[src/rtl/mem_arbiter.sv]
`default_nettype none
// ============================================================================
// Module   : mem_arbiter
// Purpose  : Two-master (instruction fetch / data) arbiter in front of a single
//            RAM port, with wait-cycle timeout and a sticky fault flag.
// Revision : 1.0 - initial release
// ============================================================================
module mem_arbiter #(
    parameter int unsigned TIMEOUT = 15
) (
    input  logic        CLK,
    input  logic        nRST,
    input  logic        iREN,
    input  logic [31:0] iaddr,
    input  logic        dREN,
    input  logic        dWEN,
    input  logic [31:0] daddr,
    input  logic [31:0] dstore,
    output logic        ihit,
    output logic        dhit,
    output logic [31:0] iload,
    output logic [31:0] dload,
    output logic        ramREN,
    output logic        ramWEN,
    output logic [31:0] ramaddr,
    output logic [31:0] ramstore,
    input  logic [31:0] ramload,
    input  logic [1:0]  ramstate,
    output logic        mem_err
);

    localparam logic [1:0] c_ram_access = 2'd2;
    localparam logic [1:0] c_ram_error  = 2'd3;
    localparam logic [4:0] c_timeout    = 5'(TIMEOUT);

    typedef enum logic [1:0] {
        ST_IDLE = 2'd0,
        ST_DACC = 2'd1,
        ST_IACC = 2'd2
    } state_t;

    state_t      state_q, state_d;
    logic [3:0]  cnt_q, cnt_d;
    logic        last_d_q, last_d_d;   // 1 when the most recent completed access was data
    logic        err_q, err_d;

    logic        w_dreq;
    logic        w_own_req;
    logic        w_hit;
    logic [4:0]  w_cnt_inc;

    assign w_dreq  = dREN | dWEN;
    assign mem_err = err_q;

    always_ff @(posedge CLK or negedge nRST) begin
        if (!nRST) begin
            state_q  <= ST_IDLE;
            cnt_q    <= 4'd0;
            last_d_q <= 1'b0;
            err_q    <= 1'b0;
        end else begin
            state_q  <= state_d;
            cnt_q    <= cnt_d;
            last_d_q <= last_d_d;
            err_q    <= err_d;
        end
    end

    always_comb begin
        state_d   = state_q;
        cnt_d     = cnt_q;
        last_d_d  = last_d_q;
        err_d     = err_q;
        ramREN    = 1'b0;
        ramWEN    = 1'b0;
        ramaddr   = 32'd0;
        ramstore  = 32'd0;
        ihit      = 1'b0;
        dhit      = 1'b0;
        iload     = 32'd0;
        dload     = 32'd0;
        w_own_req = 1'b0;
        w_hit     = 1'b0;
        w_cnt_inc = {1'b0, cnt_q} + 5'd1;

        unique case (state_q)
            ST_IDLE: begin
                cnt_d = 4'd0;
                // A fetch that lost the previous round wins over a pending data request.
                if (iREN && last_d_q) begin
                    state_d = ST_IACC;
                end else if (w_dreq) begin
                    state_d = ST_DACC;
                end else if (iREN) begin
                    state_d = ST_IACC;
                end
            end
            ST_DACC: begin
                ramaddr   = daddr;
                ramstore  = dstore;
                ramWEN    = dWEN;
                ramREN    = dREN & ~dWEN;
                w_own_req = w_dreq;
            end
            ST_IACC: begin
                ramaddr   = iaddr;
                ramREN    = 1'b1;
                w_own_req = iREN;
            end
            default: begin
                state_d = ST_IDLE;
            end
        endcase

        if (state_q != ST_IDLE) begin
            if (!w_own_req) begin
                state_d = ST_IDLE;
            end else if (ramstate == c_ram_error) begin
                state_d = ST_IDLE;
                err_d   = 1'b1;
            end else if (ramstate == c_ram_access) begin
                state_d  = ST_IDLE;
                w_hit    = 1'b1;
                last_d_d = (state_q == ST_DACC);
            end else if (w_cnt_inc >= c_timeout) begin
                state_d = ST_IDLE;
                err_d   = 1'b1;
            end else begin
                cnt_d = w_cnt_inc[3:0];
            end
        end

        dhit  = w_hit && (state_q == ST_DACC);
        ihit  = w_hit && (state_q == ST_IACC);
        dload = dhit ? ramload : 32'd0;
        iload = ihit ? ramload : 32'd0;
    end

endmodule
`default_nettype wire

[config.mk]
export PLATFORM = sky130hd
export DESIGN_NAME = mem_arbiter
export DESIGN_NICKNAME = d
export VERILOG_FILES = /design/src/rtl/mem_arbiter.sv
export SDC_FILE = /design/constraint.sdc
export NUM_CORES = 1
export LEC_CHECK = 0
export CORE_MARGIN = 10
export CORE_UTILIZATION = 25
export DETAILED_ROUTE_END_ITERATION = 7
export GPL_TIMING_DRIVEN = 0
export PLACE_DENSITY = 0.87
export SLEW_MARGIN = 15
export SYNTH_ARGS = -nofsm -noshare
export SYNTH_HDL_FRONTEND = slang
export SYNTH_SLANG_ARGS = --single-unit
[constraint.sdc]
create_clock -name CLK -period 3.4 [get_ports CLK]
set_input_delay 1.02 -clock CLK [delete_from_list [all_inputs] [get_ports CLK]]
set_output_delay 1.02 -clock CLK [all_outputs]
set_load 0.005 [all_outputs]
==> qor.txt <==
Tcrit/Tclk final -> 1.01
CP bufs+invs -> 5
clk_skew -> 3.60 ps
Finished Layout Cells -> 633
CTS Root Cell -> clkbuf_8
flops & latches, synth -> 8
Post-DP Area -> 4550 µm²
Pwr Total -> 1.95 mW
setup_tns -> -515 ps
Synth cell types -> 31
switching part of the total -> 0.402
CTS clk-pin slew, worst paths -> 50 ps
drt initial violations -> 75
dpl hpwl -> 11,900 µm
status -> finished, violations left
GP Congestion -> 0.904
Crit Path Max Fanout -> 10
Top Ports -> 268
kind of critical path -> primary input to output pin
Peak Freq -> 0.291 GHz
worst rel slew slack -> 0.703
Reg power frac -> 0.076
Die Width -> 104 µm
critical path, cell by cell -> buf_8 > o211ai_4 > buf_4 > nand2_2 > and4_4 > buf_6 > buf_6 > and2_1 > dlygate4sd2_1
VDD IR max -> 0.404 mV
failing checks -> negative setup slack
# port buffers -> 267
area leader, netlist -> and2_1
clk sinks -> 8
Reg2Reg Setup Slack -> 20 ps
Finished Cell Area -> 4740 µm²
Post-Syn Area per Cell -> 7.25 µm²
Synthesized Nets -> 382
drt drc -> 0
area fraction of the dominant cell type after synthesis -> 0.346
DP Worst Slack -> -591 ps
Internal Dissipation -> 1.16 mW
layout cell share with drive strength beyond 1 -> 0.121
Initial Util -> 0.258
num rows -> 30
nets -> 677
die height -> 104 µm
Cells after DPL -> 605
maxcap violations -> 0
Synth Instances -> 242
worst-margin pin slew -> 445 ps
final hold vios -> 0
Most common cell on crit path -> buf_6
crit end category -> output pin
hold crit path type -> flip-flop to flip-flop
core area -> 6790 µm²
setup slack after layout -> -39.6 ps
NetSw -> 0.782 mW
Max clock buf depth -> 2
Fillers -> 609
final WL -> 13,900 µm
Ys Warns -> 0
pwr dens -> 411 nW/µm²
WHS Endpoint -> mem_err
worst hold slack -> 469 ps
pin count of the biggest net entering global routing -> 11
synthesized cell area -> 1750 µm²
Total GRT Usage -> 0.238
biggest area contributors in the synthesized netlist -> and2_1 35%, a22oi_1 14%, nor2b_1 12%
initial antenna violation count -> 2
RSZ-0062 raised after global routing -> yes
WHS Path Cells -> 1
Seq/Total Area, Yosys -> 0.114
Clk pwr share -> 0.065
CTS tree -> done
depth of the CTS H-tree -> 1
part of the power in combinational logic -> 0.859
First-pass DRT Iterations -> 4
wire per inst -> 22.0 µm
crit path time final -> 3440 ps
Die Area -> 10,800 µm²
CP Launch Type -> primary input
Crit path max-delay family -> buffers and inverters
delay of the slowest critical-path stage -> 260 ps
vias -> 2,895
first-pass GRT wire length -> 20,200 µm
Hold Startpoint -> mem_err
Setup violations, final -> 18
final core occ -> 0.697
reg-to-reg critical path startpoint -> state_q[0]
vias in the first global route -> 3,068
slowest stage cell, crit path -> dlygate4sd2_1
Synth-to-Final Area Change -> 170%
Max Slew Vio Count -> 0
routed vias/inst -> 4.57
Worst R2R Path Depth -> 20
WP data required -> 2380 ps
r2r endpoint -> cnt_q[3]
Lkg Pwr -> 2.15 nW
grt ovf -> 0
clock latency on the worst-skew pair -> 240 ps
Antenna Nets Post-Route -> 0
CTS buffer count -> 3
Critical Path AT -> 2420 ps
[cells in the final DEF, fill, tap and decap left out, types with 2 or more instances in the layout]
| master | n |
|---|---|
| clkdlybuf4s50_1 | 196 |
| and2_1 | 97 |
| dlygate4sd2_1 | 60 |
| nor2b_1 | 34 |
| a22oi_1 | 32 |
| buf_4 | 20 |
| buf_6 | 10 |
| nor2_1 | 9 |
| clkbuf_1 | 8 |
| clkbuf_2 | 7 |
| dfrtp_1 | 7 |
| buf_2 | 5 |
| inv_1 | 4 |
| nand3_1 | 3 |
| a21oi_1 | 3 |
| mux2_2 | 3 |
| ha_1 | 3 |
| clkbuf_8 | 3 |
| diode_2 | 2 |
| xor2_1 | 2 |
| and4_4 | 2 |
| ha_4 | 2 |
| buf_8 | 2 |
| clkdlybuf4s15_2 | 2 |
[Yosys cell counts]
| cell type | n |
|---|---|
| a2111oi_0 | 1 |
| a211oi_2 | 1 |
| a21o_1 | 1 |
| a21oi_1 | 3 |
| a22oi_1 | 32 |
| a311oi_1 | 1 |
| a31o_2 | 1 |
| a31oi_1 | 1 |
| and2_1 | 97 |
| and4_4 | 2 |
| buf_2 | 3 |
| buf_6 | 6 |
| clkbuf_1 | 12 |
| dfrtp_1 | 8 |
| ha_1 | 5 |
| inv_1 | 5 |
| mux2_2 | 3 |
| nand2_1 | 1 |
| nand2_2 | 1 |
| nand3_1 | 3 |
| nand3_2 | 1 |
| nor2_1 | 9 |
| nor2b_1 | 35 |
| o2111ai_1 | 1 |
| o211ai_2 | 2 |
| o21a_1 | 1 |
| o21ai_0 | 1 |
| o21ai_1 | 1 |
| o31ai_1 | 1 |
| o32a_1 | 1 |
| xor2_1 | 2 |
[per-layer routing]
metal	up-vias	global-route usage	part of all wire	routed length (µm)
li1	1409	-	-	-
met3	15	0.0719	0.077	1070
met2	146	0.497	0.58	8080
met5	-	0	0	0
met4	0	0.0447	0.011	153
met1	1325	0.216	0.33	4620
[state kept, by name (all words and copies together) (netlist names)]
| register | cells |
|---|---|
| mem_err | 1 |
| cnt_q | 4 |
| state_q | 2 |
| last_d_q | 1 |
[how the worst max path moves through the flow]
| stage | startpoint | end | slack (ps) | cells after the start |
|---|---|---|---|---|
| after floorplan | dREN | dload[23] | 570 | 5 |
| after global placement | ramstate[1] | dload[9] | -580 | 6 |
| after detailed placement | ramstate[1] | dload[9] | -590 | 6 |
| after CTS | dREN | cnt_q[3] | -60 | 20 |
| after global routing | dREN | dload[11] | -90 | 9 |
| final | dREN | dload[3] | -40 | 9 |
[worst reg2reg max path, delay by kind of cell (launching register included)]
family | cells | cell delay (ps)
buffers and inverters | 15 | 1820
AOI/OAI and AO/OA | 4 | 750
DFF | 1 | 430
adders and majority gates | 1 | 300
[logic make-up after synthesis]
family          share of synthesized area
simple gates                        0.523
fa+ha+maj                          0.0357
buf+inv                            0.0834
mux                                0.0193
xor+xnor                          0.00999
compound gates                      0.215
flops                               0.114
[final cells by class]
class	count	area (µm²)	share of cell area
clock buffer	3	41.3	0.00871
tap	96	120	0.0253
buffer	21	135	0.0285
timing repair buffer	290	2770	0.584
multi-input combinational	208	1450	0.306
sequential	8	201	0.0425
antenna	2	5.00	0.00106
inverter	5	18.8	0.00396
[what timing repair did]
item / 4_1_cts / 5_1_grt
gates resized for setup: 98 / 28
hold buffers: 0 / 0
buffers inserted: 20 / 3
setup endpoints to repair: 79 / 100
pin swaps: 5 / 5
gates cloned: 1 / 0
[power groups by stage]
stage | Sequential [mW] | Combinational [mW] | Clock [mW]
after global placement | 0.142 | 1.45 | 0
final | 0.148 | 1.67 | 0.127
after floorplan | 0.139 | 0.664 | 0
after CTS | 0.142 | 1.58 | 0.124
after global routing | 0.152 | 1.78 | 0.129
after detailed placement | 0.144 | 1.49 | 0
(Power assumes the default switching activity.)
